`src/rtl/mem_access.sv`:
```
// mem_access: MEM stage running loads/stores on a req/ack bus; stalls upstream while a transaction is outstanding.
// Result in the DONE cycle (ack in k-th BUSY cycle -> k+2); define MEM_ALIGN_CHECK_EN to trap misaligned accesses.
module mem_access #(
  parameter int TIMEOUT = 16,
  parameter int CNT_W   = 5
) (
  input  logic        clk,
  input  logic        rst,
  input  logic [4:0]  ex_wd,
  input  logic        ex_wreg,
  input  logic [31:0] ex_wdata,
  input  logic [3:0]  ex_mem_op,
  input  logic [31:0] ex_mem_addr,
  input  logic [31:0] ex_mem_sdata,
  output logic [4:0]  mem_wd,
  output logic        mem_wreg,
  output logic [31:0] mem_wdata,
  output logic        stallreq,
  output logic        dbus_req,
  output logic        dbus_we,
  output logic [31:0] dbus_addr,
  output logic [3:0]  dbus_sel,
  output logic [31:0] dbus_wdata,
  input  logic [31:0] dbus_rdata,
  input  logic        dbus_ack,
  output logic        bus_err,
  output logic        align_err
);

  typedef enum logic [1:0] {IDLE, BUSY, DONE} state_t;

  state_t           state, state_nxt;
  logic [CNT_W-1:0] cnt;
  logic [31:0]      rd_buf;
  logic             aborted;

  logic        is_load, is_store, is_byte, is_half, is_word, is_signed, mem_valid;
  logic        misaligned, timeout_hit;
  logic [3:0]  sel_c;
  logic [31:0] wdata_c, load_val;
  logic [7:0]  lane_b;
  logic [15:0] lane_h;

  always_comb begin
    is_load   = 1'b0;
    is_store  = 1'b0;
    is_byte   = 1'b0;
    is_half   = 1'b0;
    is_word   = 1'b0;
    is_signed = 1'b0;
    case (ex_mem_op)
      4'd1: begin is_load = 1'b1;  is_byte = 1'b1; is_signed = 1'b1; end
      4'd2: begin is_load = 1'b1;  is_byte = 1'b1; end
      4'd3: begin is_load = 1'b1;  is_half = 1'b1; is_signed = 1'b1; end
      4'd4: begin is_load = 1'b1;  is_half = 1'b1; end
      4'd5: begin is_load = 1'b1;  is_word = 1'b1; end
      4'd6: begin is_store = 1'b1; is_byte = 1'b1; end
      4'd7: begin is_store = 1'b1; is_half = 1'b1; end
      4'd8: begin is_store = 1'b1; is_word = 1'b1; end
      default: ;
    endcase
  end

  assign mem_valid   = is_load | is_store;
  assign timeout_hit = (cnt == CNT_W'(TIMEOUT - 1));

`ifdef MEM_ALIGN_CHECK_EN
  assign misaligned = (is_half & ex_mem_addr[0]) | (is_word & (ex_mem_addr[1:0] != 2'b00));
  assign align_err  = (state == IDLE) & mem_valid & misaligned;
`else
  assign misaligned = 1'b0;
  assign align_err  = 1'b0;
`endif

  // Big-endian lanes: byte offset 0 lives in bits 31:24.
  always_comb begin
    sel_c   = 4'b0000;
    wdata_c = 32'h0;
    if (is_byte)      sel_c = 4'b1000 >> ex_mem_addr[1:0];
    else if (is_half) sel_c = ex_mem_addr[1] ? 4'b0011 : 4'b1100;
    else if (is_word) sel_c = 4'b1111;
    if (is_store) begin
      if (is_byte)      wdata_c = {4{ex_mem_sdata[7:0]}};
      else if (is_half) wdata_c = {2{ex_mem_sdata[15:0]}};
      else              wdata_c = ex_mem_sdata;
    end
  end

  always_comb begin
    case (ex_mem_addr[1:0])
      2'd0:    lane_b = rd_buf[31:24];
      2'd1:    lane_b = rd_buf[23:16];
      2'd2:    lane_b = rd_buf[15:8];
      default: lane_b = rd_buf[7:0];
    endcase
    lane_h = ex_mem_addr[1] ? rd_buf[15:0] : rd_buf[31:16];
    if (is_byte)      load_val = {{24{is_signed & lane_b[7]}}, lane_b};
    else if (is_half) load_val = {{16{is_signed & lane_h[15]}}, lane_h};
    else              load_val = rd_buf;
  end

  always_ff @(posedge clk) begin
    if (rst) state <= IDLE;
    else     state <= state_nxt;
  end

  always_comb begin
    state_nxt = state;
    mem_wd    = ex_wd;
    mem_wreg  = ex_wreg;
    mem_wdata = ex_wdata;
    stallreq  = 1'b0;
    case (state)
      IDLE: begin
        if (mem_valid && misaligned) begin
          mem_wreg = 1'b0;
        end else if (mem_valid) begin
          stallreq  = 1'b1;
          mem_wreg  = 1'b0;
          state_nxt = BUSY;
        end
      end
      BUSY: begin
        stallreq = 1'b1;
        mem_wreg = 1'b0;
        if (dbus_ack || timeout_hit) state_nxt = DONE;
      end
      DONE: begin
        state_nxt = IDLE;
        if (is_load && !aborted) mem_wdata = load_val;
        else                     mem_wreg  = 1'b0;
      end
      default: state_nxt = IDLE;
    endcase
  end

  always_ff @(posedge clk) begin
    if (rst) begin
      cnt        <= '0;
      rd_buf     <= 32'h0;
      aborted    <= 1'b0;
      dbus_req   <= 1'b0;
      dbus_we    <= 1'b0;
      dbus_addr  <= 32'h0;
      dbus_sel   <= 4'h0;
      dbus_wdata <= 32'h0;
      bus_err    <= 1'b0;
    end else begin
      bus_err <= 1'b0;
      case (state)
        IDLE: if (mem_valid && !misaligned) begin
          dbus_req   <= 1'b1;
          dbus_we    <= is_store;
          dbus_addr  <= {ex_mem_addr[31:2], 2'b00};
          dbus_sel   <= sel_c;
          dbus_wdata <= wdata_c;
          cnt        <= '0;
          aborted    <= 1'b0;
        end
        BUSY: begin
          // An ack in the final allowed cycle takes priority over the abort.
          if (dbus_ack) begin
            rd_buf   <= dbus_rdata;
            dbus_req <= 1'b0;
          end else if (timeout_hit) begin
            dbus_req <= 1'b0;
            bus_err  <= 1'b1;
            aborted  <= 1'b1;
          end else begin
            cnt <= cnt + 1'b1;
          end
        end
        default: ;
      endcase
    end
  end

endmodule

```
`config.mk`:
```
export PLATFORM = sky130hd
export DESIGN_NAME = mem_access
export DESIGN_NICKNAME = d
export VERILOG_FILES = /design/src/rtl/mem_access.sv
export SDC_FILE = /design/constraint.sdc
export NUM_CORES = 1
export LEC_CHECK = 0
export CORE_ASPECT_RATIO = 0.6
export CORE_MARGIN = 1
export CORE_UTILIZATION = 46
export CTS_BUF_LIST = sky130_fd_sc_hd__clkbuf_8
export CTS_CLUSTER_SIZE = 12
export DETAILED_ROUTE_END_ITERATION = 6
export MAX_ROUTING_LAYER = met4
export PLACE_DENSITY = 0.88
export SLEW_MARGIN = 25
export SYNTH_ARGS = -nofsm -noshare
export SYNTH_HDL_FRONTEND = slang
export SYNTH_SLANG_ARGS = --single-unit
```
`constraint.sdc`:
```
create_clock -name clk -period 5 [get_ports clk]
set_input_delay 1 -clock clk [delete_from_list [all_inputs] [get_ports clk]]
set_output_delay 1 -clock clk [all_outputs]
set_load 0.01 [all_outputs]
```
## After elaboration in Yosys (flattened, before gate mapping)

Cells that the tools add are included.

| operators by class | value |
|---|---|
| $add $sub $neg | 1 |
| bitwise operators | 4 |
| muxes and demuxes | 40 |
| shift-type cells | 1 |
| reductions and logical operators | 19 |
| equal/unequal tests | 19 |

Operators with widths:

| cell | count |
|---|---|
| two-way mux 32 bit | 7 |
| one-hot mux 8 bit (3 select lines) | 1 |
| == test 4 x 3 -> 1 bit, second input constant | 4 |
| two-way mux 1 bit | 16 |
| two-way mux 16 bit | 1 |
| two-way mux 4 bit | 4 |
| two-way mux 5 bit | 3 |
| OR reduction 3 bit | 4 |
| inequality test 2 bit, second input constant | 5 |
| one-hot mux 5 bit (2 select lines) | 1 |
| == test 4 x 2 -> 1 bit, second input constant | 2 |
| AND reduction 4 bit | 2 |
| one-hot mux 1 bit (2 select lines) | 3 |
| AND reduction 2 bit | 3 |
| adder 5 x 1 -> 5 bit, second input constant | 1 |
| == test 5 x 4 -> 1 bit, second input constant | 1 |
| OR reduction 5 bit | 1 |
| == test 2 x 1 -> 1 bit, second input constant | 2 |
| == test 2 bit, second input constant | 2 |
| == test 4 x 1 -> 1 bit, second input constant | 1 |
| == test 4 bit, second input constant | 1 |
| zero test 2 bit | 2 |
| two-way mux 2 bit | 2 |
| one-hot mux 2 bit (2 select lines) | 1 |
| 12 further kinds | 14 |

| word-level totals | value |
|---|---|
| logic and storage cells | 94 |
| output and inout bits | 111 |
| register bits | 109 |
| input port bits | 141 |

## Logic depth before layout (Yosys ltp)

Gate-level depths: netlist (run 1).

| depth | value |
|---|---|
| depth in word-level cells | 8 |
| depth in mapped cells | 8 |
| gate-level depth less buffers | 8 |

## Least setup slack after synthesis (run 1)

No wires, ideal clock.

| path | value |
|---|---|
| path type | input port to output port |
| from | input port ex_mem_op[3] |
| to | output port mem_wdata[20] |
| required time | 4.000 ns |
| buffers on the path | 3 |
| arrival time | 2.300 ns |
| stages | 6 |
| slack | 1.700 ns |
| cells stage by stage | buf_2 > nand2b_1 > clkbuf_1 > o41a_4 > buf_8 > a21oi_1 |

| between the ends | value |
|---|---|
| word-level cells in the longest chain between the ends | 8 |
| elaborated cells on any way between the ends | 22 |
| those cells by class | eq/ne: 7; mux: 8; bitwise: 2; reduce/logical: 5 |

RTL lines:

| element | line | text |
|---|---|---|
| start: declaration | 12 | `input logic [3:0] ex_mem_op,` |
| == test 4 x 2 -> 1 bit or == test 4 x 1 -> 1 bit (tied branches) | 51 | `case (ex_mem_op)` |
| OR reduction 2 bit (no line) | - |  |
| two-way mux 1 bit | 51 |  |
| AND 1 bit | 98 | `else if (is_half) load_val = {{16{is_signed & lane_h[15]}}, lane_h};` |
| two-way mux 32 bit | 98 |  |
| two-way mux 32 bit | 97 | `if (is_byte) load_val = {{24{is_signed & lane_b[7]}}, lane_b};` |
| two-way mux 32 bit (*) | 130 | `if (is_load && !aborted) mem_wdata = load_val;` |
| two-way mux 32 bit (*) | 113 | `case (state)` |
| end: declaration | 17 | `output logic [31:0] mem_wdata,` |

Every way passes the cells marked *; elsewhere a longest branch is shown, timed or not.

## Worst setup path after layout (run 1)

| path | value |
|---|---|
| from | input port ex_mem_op[1] |
| to | output port mem_wdata[0] |

| between the ends | value |
|---|---|
| word-level cells in the longest chain between the ends | 7 |
| elaborated cells on any way between the ends | 18 |
| those cells by class | eq/ne: 7; mux: 7; reduce/logical: 4 |

RTL lines:

| element | line |
|---|---|
| == test 4 x 2 -> 1 bit or == test 4 x 3 -> 1 bit (tied branches) | 51 |
| OR reduction 3 bit (no line) | - |
| two-way mux 1 bit | 51 |
| two-way mux 32 bit | 98 |
| two-way mux 32 bit | 97 |
| two-way mux 32 bit (*) | 130 |
| two-way mux 32 bit (*) | 113 |

Marks and branches as above.

==> results.ini, run 1 <==
[status]
outcome=finished clean

[routing]
viasPerCell=5.31
drc=0
drt-total-wl_mm=17.9
dr.pass1.iters=5
num_vias=5803
wl_per_cell_um=16.4
drt_iter0_drc=475
final_antenna_net_count=0

[clocking]
cts_tree=done
cts.reportedPaths.clkPinSlew_ps=100
clockBufferDepth=2
hold_buffers=0
post_cts_resized=0
clock-root-buffer=clkbuf_8
cts_made_buffers=9
clkSinkCount=109
cts_setup_buffers=0
clock_latency_ps=390
htreeDepth=3

[sta]
post-route-period-util_pct=92.6
drv_slew=0
hold_viol_final=0
tns_ps=0
tightestPinTransition_ps=833
skew_ps=15.2
fmax_mhz=216
setup_viol=0
grt_setup_unrepaired=no
slew_headroom_pct=44.4
period_needed_ps=4630

[yosys]
synth_mux_area_share_pct=6.65
synth_compound_area_share_pct=23.1
synth_fa_ha_area_share_pct=0.462
yosysSeqAreaShare_pct=40.3
synthXorXnorAreaFrac_pct=0.323
synthCells=719
synth_edf_count=0
yosys.area_share.simple_pct=22.0
yosys.area.top_type=dfxtp_1
ys_ff_latch=109
synth.top_cell.area_share_pct=40.3
ys_top_cells_by_area=dfxtp_1 40%, nand2_1 15%, a21oi_1 8.6%
synth.distinct_cells=58
avgSynthCellArea_um2=7.53
ys_warn_count=0
async_reset_ff_share_pct=0
netlist_area_mm2=0.00542
synth_top_family_by_area=compound AO/OA/AOI/OAI gates
ys.flop_type=dfxtp_1

[place]
dp_cells=1076
place.gp.congestion=0.867
port_buffers=238
dp_hpwl_mm=13.0

[layout]
final_common_cell=clkdlybuf4s50_1
syn_to_final_growth_pct=47.7
drive_above_1_share_pct=5.90
final_util_pct=70.4
diodes=0
layout_common_cells=237 x clkdlybuf4s50_1, 209 x nand2_1, 109 x dfxtp_1, 93 x a21oi_1, 46 x o21ai_0
nets=1070
finalNonFillerCells=1092

[power_and_ir_drop]
leakagePower_nw=2.95
peakVddDrop_mv=0.139
combPwrFrac_pct=25.4
seqPwrFrac_pct=47.3
swShare_pct=31.0
clkPwrFrac_pct=27.3
p_int_mw=1.38
p_sw_mw=0.621
p_per_area_mw_per_mm2=251

[critical_path]
reg2regPathDepth=5
r2r-end=dbus_wdata[31]
startpoint_type=primary input
timing.rr.start=state[1]
critical_path.top_delay_family=buffers and inverters
critPathCaptureType=output pin
worstPathCellList=clkdlybuf4s50_1 > nor3b_1 > o21ai_2 > o21ai_0 > a21oi_1 > o21ai_0 > clkdlybuf4s50_1
cp_max_fo=17
worst_ep_required_time_ps=4000
crit_start=ex_mem_op[1]
slowest_stage=clkdlybuf4s50_1
cpPeakStageDelay_ps=860
reg2reg_slack_ps=3020
arrival_ps=3630
critPathKind=in2out
critical_path_buf_inv_count=2

[floorplan]
fp.dieH_um=86.1
core_area_mm2=0.0114
die_area_mm2=0.0122
die_w_um=142
rows=30
io_pins=252
initial_core_util_pct=47.6

[worst_hold_path]
holdCritStartpoint=dbus_we
hp-class=reg2reg
hold_depth=2
hold_end=dbus_we

[global_route]
grt_pass1_wl_mm=27.8
grt_max_degree=42
antenna_found_initial=0
grt-ovfl-total=0
grt_use_total_pct=30.4
grt_pass1_vias=5318

[job]
maxCapViolations=0

[worst min-delay path, cell delays in order (launching register included)]
cell and delay (ps):
dfxtp_1 320, nand2_1 50, nand2_1 40
[per-layer routing]
layer | up-vias | wire [µm] | GRT usage [%]
met2 | 262 | 8030 | 46.3
met3 | 22 | 1450 | 6.81
li1 | 2870 | - | -
met5 | - | 0 | -
met4 | 0 | 258 | 8.02
met1 | 2649 | 8180 | 40.6
[layout make-up]
type	instances	area, µm²
clock buffer	9	124
clock inverter	7	77.6
sequential	109	2180
timing repair buffer	255	2500
inverter	13	48.8
fill	956	3370
tap	160	200
multi-input combinational	539	2860
[cells by family (layout without fill, tap and decap cells)]
| kind of cell | Yosys count | in the layout |
|---|---|---|
| compound gates | 215 | 215 |
| xor+xnor | 2 | 2 |
| fa+ha+maj | 2 | 2 |
| buf+inv | 73 | 284 |
| flops | 109 | 109 |
| mux | 27 | 27 |
| other cells | 1 | 3 |
| simple gates | 290 | 290 |
[worst max path at each step]
stage                          endpoint  slack, ps  cells after the start
after CTS                 mem_wdata[15]        420                      8
after floorplan           mem_wdata[20]       1700                      6
after global placement    mem_wdata[15]        500                      8
after global routing       mem_wdata[3]        120                      8
after detailed placement  mem_wdata[15]        430                      8
final                      mem_wdata[0]        370                      7
[registers in the layout, summed over array words and instances, names as in the netlist]
register / count
bus_err: 1
dbus_wdata: 32
cnt: 5
rd_buf: 32
dbus_addr: 30
state: 2
dbus_we: 1
aborted: 1
dbus_sel: 4
dbus_req: 1
[Yosys cell counts, types with 4 or more instances]
| master | number |
|---|---|
| nor2_1 | 44 |
| o21ai_1 | 10 |
| o31ai_1 | 9 |
| buf_4 | 14 |
| nand2b_1 | 6 |
| a22o_1 | 8 |
| o22ai_1 | 17 |
| mux2i_1 | 18 |
| nand3_1 | 5 |
| mux4_2 | 7 |
| a31oi_1 | 9 |
| clkbuf_1 | 21 |
| inv_1 | 13 |
| nand2_1 | 210 |
| nor3_1 | 5 |
| dfxtp_1 | 109 |
| and2_1 | 4 |
| a21oi_1 | 93 |
| buf_2 | 19 |
| o21ai_0 | 48 |
[per-stage QoR]
stage	setup WS, ps	instance area (µm²)	hold slack [ps]	power (mW)
6_report	371	8000	447	2.01
3_5_place_dp	431	7800	436	1.47
4_1_cts	417	8000	452	2.01
2_1_floorplan	1700	5420	418	1.20
5_1_grt	120	8000	476	2.10
3_3_place_gp	502	7800	436	1.46
[power groups by stage]
stage                     clock network (mW)  logic, mW  registers [mW]
after floorplan                            0      0.223           0.978
after global placement                     0      0.497           0.966
after detailed placement                   0      0.504           0.968
after CTS                              0.558      0.507           0.948
after global routing                   0.591      0.550           0.954
final                                  0.548      0.508           0.949
No activity file was read; power rests on OpenSTA's default activity.
==> inputs of run 2 (changes only) <==
- PLACE_DENSITY: 0.88 -> default
- PLACE_DENSITY_LB_ADDON: default -> 0.2
==> run 2 against run 1 <==
  * Sequential power is essentially flat
  * Wire length increased by 3.4%
  * Register-to-register slack got worse by 250 ps
  * Largest cell class unchanged
  * Cell area shrank 0.44%
  * Clock skew is 6.3 ps lower
  * Global-route usage is 0.20 points higher
  * Maximum frequency decreased by 1.7%
==> results.ini, run 2 (synthesized netlist as in run 1, its figures left out) <==
[critical_path]
r2r-end=rd_buf[11]  ; was dbus_wdata[31]
cp_max_fo=23  ; was 17
reg2reg_slack_ps=2770  ; was 3020 ps
cp-endpoint=mem_wdata[2]  ; was mem_wdata[0]
arrival_ps=3710  ; was 3630 ps
reg2regPathDepth=5  ; unchanged
crit_start=ex_mem_op[3]  ; was ex_mem_op[1]
critPathCaptureType=output pin  ; unchanged
critPathKind=in2out  ; unchanged
startpoint_type=primary input  ; unchanged
worst_ep_required_time_ps=4000  ; about the same
timing.rr.start=state[0]  ; was state[1]

[place]
dp_hpwl_mm=13.7  ; was 13.0 mm
place_ws_ps=386  ; was 431 ps
place.gp.congestion=0.917  ; was 0.867
port_buffers=238  ; unchanged

[clocking]
cts_setup_buffers=0  ; unchanged
cts_tree=done  ; unchanged
post_cts_resized=0  ; unchanged
htreeDepth=3  ; unchanged
clkSinkCount=109  ; unchanged
cts.reportedPaths.clkPinSlew_ps=100  ; about the same
hold_buffers=0  ; unchanged
clock-root-buffer=clkbuf_8  ; unchanged
clockBufferDepth=2  ; unchanged
cts_made_buffers=9  ; unchanged
clock_latency_ps=370  ; was 390 ps

[power_and_ir_drop]
p_total_mw=1.98  ; was 2.01 mW
peakVddDrop_mv=0.125  ; was 0.139 mV
p_per_area_mw_per_mm2=249  ; was 251 mW/mm²
leakagePower_nw=2.94  ; was 2.95 nW

[sta]
tns_ps=0  ; unchanged
fmax_mhz=212  ; was 216 MHz
drv_slew=0  ; unchanged
fin_ws_ps=291  ; was 371 ps
slew_headroom_pct=43.1  ; was 44.4%
post-route-period-util_pct=94.2  ; was 92.6%
setup_viol=0  ; unchanged
skew_ps=8.92  ; was 15.2 ps
hold_viol_final=0  ; unchanged
tightestPinTransition_ps=854  ; was 833 ps
period_needed_ps=4710  ; was 4630 ps
grt_setup_unrepaired=no  ; unchanged

[global_route]
grt_max_degree=77  ; was 42
grt_pass1_wl_mm=28.2  ; was 27.8 mm
grt_use_total_pct=30.6  ; was 30.4%
grt-ovfl-total=0  ; unchanged
use_met2_pct=46.1  ; was 46.3%
met1_usage_pct=39.8  ; was 40.6%
grt_use_met3_pct=8.49  ; was 6.81%
antenna_found_initial=0  ; unchanged
grt_pass1_vias=5555  ; was 5318
busiest_layer=met2  ; unchanged

[layout]
fill_cells=951  ; was 956
nets=1067  ; was 1070
syn_to_final_growth_pct=47.1  ; was 47.7%
diodes=0  ; unchanged
reg_top3=dbus_wdata x32, rd_buf x32, dbus_addr x30  ; unchanged
layout_common_cells=237 x clkdlybuf4s50_1, 209 x nand2_1, 109 x dfxtp_1, 93 x a21oi_1, 47 x o21ai_0  ; was 237 x clkdlybuf4s50_1, 209 x nand2_1, 109 x dfxtp_1, 93 x a21oi_1, 46 x o21ai_0
regArea_mm2=0.00218  ; unchanged
final_common_cell=clkdlybuf4s50_1  ; unchanged
multi_input_area_mm2=0.00287  ; was 0.00286 mm²
drive_above_1_share_pct=5.38  ; was 5.90%

[floorplan]
core_area_mm2=0.0114  ; unchanged
fp.dieH_um=86.1  ; unchanged
initial_core_util_pct=47.6  ; unchanged
die_area_mm2=0.0122  ; unchanged
die_w_um=142  ; unchanged
rows=30  ; unchanged
io_pins=252  ; unchanged

[routing]
final_antenna_net_count=0  ; unchanged
drc=0  ; unchanged
drt-total-wl_mm=18.5  ; was 17.9 mm
viasPerCell=5.46  ; was 5.31
wl_per_cell_um=17.0  ; was 16.4 µm
num_vias=5944  ; was 5803
dr.pass1.iters=5  ; unchanged
drt_iter0_drc=522  ; was 475

[status]
outcome=finished clean  ; unchanged

[job]
maxCapViolations=0  ; unchanged

[worst_hold_path]
hp-class=reg2reg  ; unchanged
hold_depth=2  ; unchanged
holdCritStartpoint=dbus_we  ; unchanged

-- run 2: changes by cell type in the layout (fill, tap and decap cells not counted), sizes merged --
cell / delta
inv: -1
buf: -3
bufinv: +1
-- run 2: layer usage --
metal / up-vias / wire, µm
li1: 2864 / -
met1: 2783 / 8380
met2: 259 / 8260
met3: 38 / 1480
met4: 0 / 408
met5: - / 0
-- run 2: layout make-up --
| type | count | area share (%) |
|---|---|---|
| multi-input combinational | 539 | 36.0 |
| timing repair buffer | 252 | 31.2 |
| sequential | 109 | 27.4 |
| tap | 160 | 2.51 |
| clock buffer | 9 | 1.55 |
| clock inverter | 7 | 0.754 |
| inverter | 13 | 0.613 |
-- run 2: power by group --
group | internal [mW] | total, mW | switching [mW]
Combinational | 0.266 | 0.510 | 0.244
Sequential | 0.916 | 0.949 | 0.0330
Clock | 0.226 | 0.521 | 0.295
Total | 1.41 | 1.98 | 0.572
-- run 2: how the worst min path moves through the flow --
stage               endpoint
floorplan            aborted
global placement     dbus_we
detailed placement   dbus_we
CTS                  dbus_we
global route         dbus_we
finish               dbus_we
-- run 2: critical path, stage by stage --
cell and delay [ps]:
clkdlybuf4s50_1 440, or4b_1 510, a21oi_2 210, and2b_1 180, buf_4 280, o21ai_0 130, o21ai_0 330, clkdlybuf4s50_1 620
-- run 2: metrics by stage --
step	instance area [µm²]	hold WS (ps)	util, %	std cells
after floorplan	5420	418	-	721
after global placement	7770	432	68.4	1073
after detailed placement	7780	439	68.4	1073
after CTS	7960	453	70.0	1089
after global routing	7970	473	70.0	1089
final	7970	450	70.0	1089
==> inputs of run 3 (changes only) <==
- CORE_UTILIZATION: 46 -> 39
- SLEW_MARGIN: 25 -> default
- clock period: 5 -> 4.11 ns (I/O delays scaled with it)
==> run 3 against run 2 <==
  * Clock-buffer cell count unchanged
  * Highest routed layer unchanged
  * Final cell count up 2.3%
  * Critical path type unchanged
  * Non-clock buffer count rose by 15
  * Via count decreased by 0.10%
  * Clock skew up 5.6 ps
  * Wire length increased by 1.8%
  * First-iteration DRC count decreased by 15%
==> results.ini, run 3 (synthesized netlist as in run 1, its figures left out) <==
[clocking]
clock-root-buffer=clkbuf_8  ; unchanged
clock_latency_ps=380  ; was 370 ps
htreeDepth=3  ; unchanged
cts_tree=done  ; unchanged
cts_made_buffers=9  ; unchanged
clockBufferDepth=2  ; unchanged
hold_buffers=0  ; unchanged
clkSinkCount=109  ; unchanged
cts.reportedPaths.clkPinSlew_ps=100  ; about the same

[status]
outcome=finished clean  ; unchanged

[place]
place.gp.congestion=0.860  ; was 0.917
port_buffers=238  ; unchanged
dp_hpwl_mm=14.0  ; was 13.7 mm
dpl_cell_area_mm2=0.00793  ; was 0.00778 mm²

[sta]
hold_viol_final=0  ; unchanged
fmax_mhz=251
post-route-period-util_pct=97.0
slew_headroom_pct=20.6  ; was 43.1%
skew_ps=14.5  ; was 8.92 ps
drv_slew=0  ; unchanged
tightestPinTransition_ps=1190  ; was 854 ps
tns_ps=0  ; unchanged
grt_setup_unrepaired=no  ; unchanged
period_needed_ps=3990
setup_viol=0  ; unchanged

[routing]
dr.pass1.iters=4  ; was 5
num_vias=5938  ; was 5944
wl_per_cell_um=16.9  ; was 17.0 µm
drc=0  ; unchanged
viasPerCell=5.33  ; was 5.46
final_antenna_net_count=0  ; unchanged
drt_iter0_drc=444  ; was 522
drt-total-wl_mm=18.9  ; was 18.5 mm

[power_and_ir_drop]
peakVddDrop_mv=0.180  ; was 0.125 mV
seqPwrFrac_pct=45.1  ; was 47.9%
p_sw_mw=0.747  ; was 0.572 mW
p_int_mw=1.81  ; was 1.41 mW
p_per_area_mw_per_mm2=311  ; was 249 mW/mm²
clkPwrFrac_pct=30.0  ; was 26.3%
combPwrFrac_pct=24.8  ; was 25.8%
swShare_pct=29.2  ; was 28.9%
leakagePower_nw=3.19  ; was 2.94 nW
p_total_mw=2.55  ; was 1.98 mW

[critical_path]
critPathKind=in2out  ; unchanged
arrival_ps=3160  ; was 3710 ps
critPathCaptureType=output pin  ; unchanged
worst_ep_required_time_ps=3290  ; was 4000 ps
reg2reg_slack_ps=1890  ; was 2770 ps
startpoint_type=primary input  ; unchanged
cp_max_fo=20  ; was 23

[floorplan]
core_area_mm2=0.0132  ; was 0.0114 mm²
die_w_um=154  ; was 142 µm
rows=32  ; was 30
die_area_mm2=0.0144  ; was 0.0122 mm²
initial_core_util_pct=41.1  ; was 47.6%
io_pins=252  ; unchanged
fp.dieH_um=93.3  ; was 86.1 µm

[global_route]
grt_max_degree=40  ; was 77
grt_pass1_vias=5471  ; was 5555
grt_use_total_pct=27.5  ; was 30.6%
grt-ovfl-total=0  ; unchanged
grt_pass1_wl_mm=30.0  ; was 28.2 mm
antenna_found_initial=0  ; unchanged

[layout]
diodes=0  ; unchanged
fill_cells=1192  ; was 951
nets=1082  ; was 1067
drive_above_1_share_pct=7.20  ; was 5.38%
layout_common_cells=221 x clkdlybuf4s50_1, 210 x nand2_1, 109 x dfxtp_1, 93 x a21oi_1, 45 x o21ai_0  ; was 237 x clkdlybuf4s50_1, 209 x nand2_1, 109 x dfxtp_1, 93 x a21oi_1, 47 x o21ai_0
final_common_cell=clkdlybuf4s50_1  ; unchanged
syn_to_final_growth_pct=51.8  ; was 47.1%
reg_top3=dbus_wdata x32, rd_buf x32, dbus_addr x30  ; unchanged
fin_area_mm2=0.00822  ; was 0.00797 mm²

[job]
maxCapViolations=0  ; unchanged

[worst_hold_path]
hp-class=reg2reg  ; unchanged

## run 3: critical path, stage by stage
cell and delay (ps):
clkdlybuf4s50_1 460, or4b_1 500, a21oi_2 140, and2b_1 180, buf_12 160, buf_4 180, nor2_1 50, a21oi_1 100
clkdlybuf4s50_1 560
## run 3: power groups by stage
| stage | clock (mW) | combinational (mW) | sequential [mW] |
|---|---|---|---|
| after floorplan | 0 | 0.271 | 1.19 |
| after global placement | 0 | 0.628 | 1.17 |
| after detailed placement | 0 | 0.630 | 1.18 |
| after CTS | 0.783 | 0.634 | 1.15 |
| after global routing | 0.830 | 0.688 | 1.16 |
| final | 0.768 | 0.634 | 1.15 |
## run 3: per-layer routing
layer | GRT usage [%] | vias up | share of wire (%)
li1 | - | 2894 | -
met1 | 39.3 | 2787 | 50
met2 | 38.6 | 236 | 42
met3 | 6.16 | 21 | 7.0
met4 | 7.25 | 0 | 1.7
met5 | - | - | 0
## run 3: worst paths after layout
check / start / end / cells past startpoint
min: dbus_addr[13] / dbus_addr[13] / 2
max: ex_mem_op[3] / mem_wdata[22] / 9
min reg2reg: dbus_addr[13] / dbus_addr[13] / 2
max reg2reg: state[0] / rd_buf[30] / 4
## run 3: cell type report
type,count,area (µm²),area share [%]
sequential,109,2180,26.5
multi-input combinational,539,2880,35.0
tap,170,213,2.59
timing repair buffer,267,2660,32.3
inverter,13,48.8,0.593
clock inverter,7,116,1.42
clock buffer,9,124,1.51
## run 3: through the flow
step	setup WS (ps)	utilization (%)	std cells	hold WS, ps
2_1_floorplan	1170	-	721	418
3_3_place_gp	115	60.2	1098	432
3_5_place_dp	86.6	60.2	1098	444
4_1_cts	45.5	62.0	1114	459
5_1_grt	2.70	62.4	1114	480
6_report	125	62.4	1114	459
## run 3: repair_timing
action	in CTS	in global routing
resized for setup	0	21
endpoints found under the setup margin	0	17
setup buffers	0	0
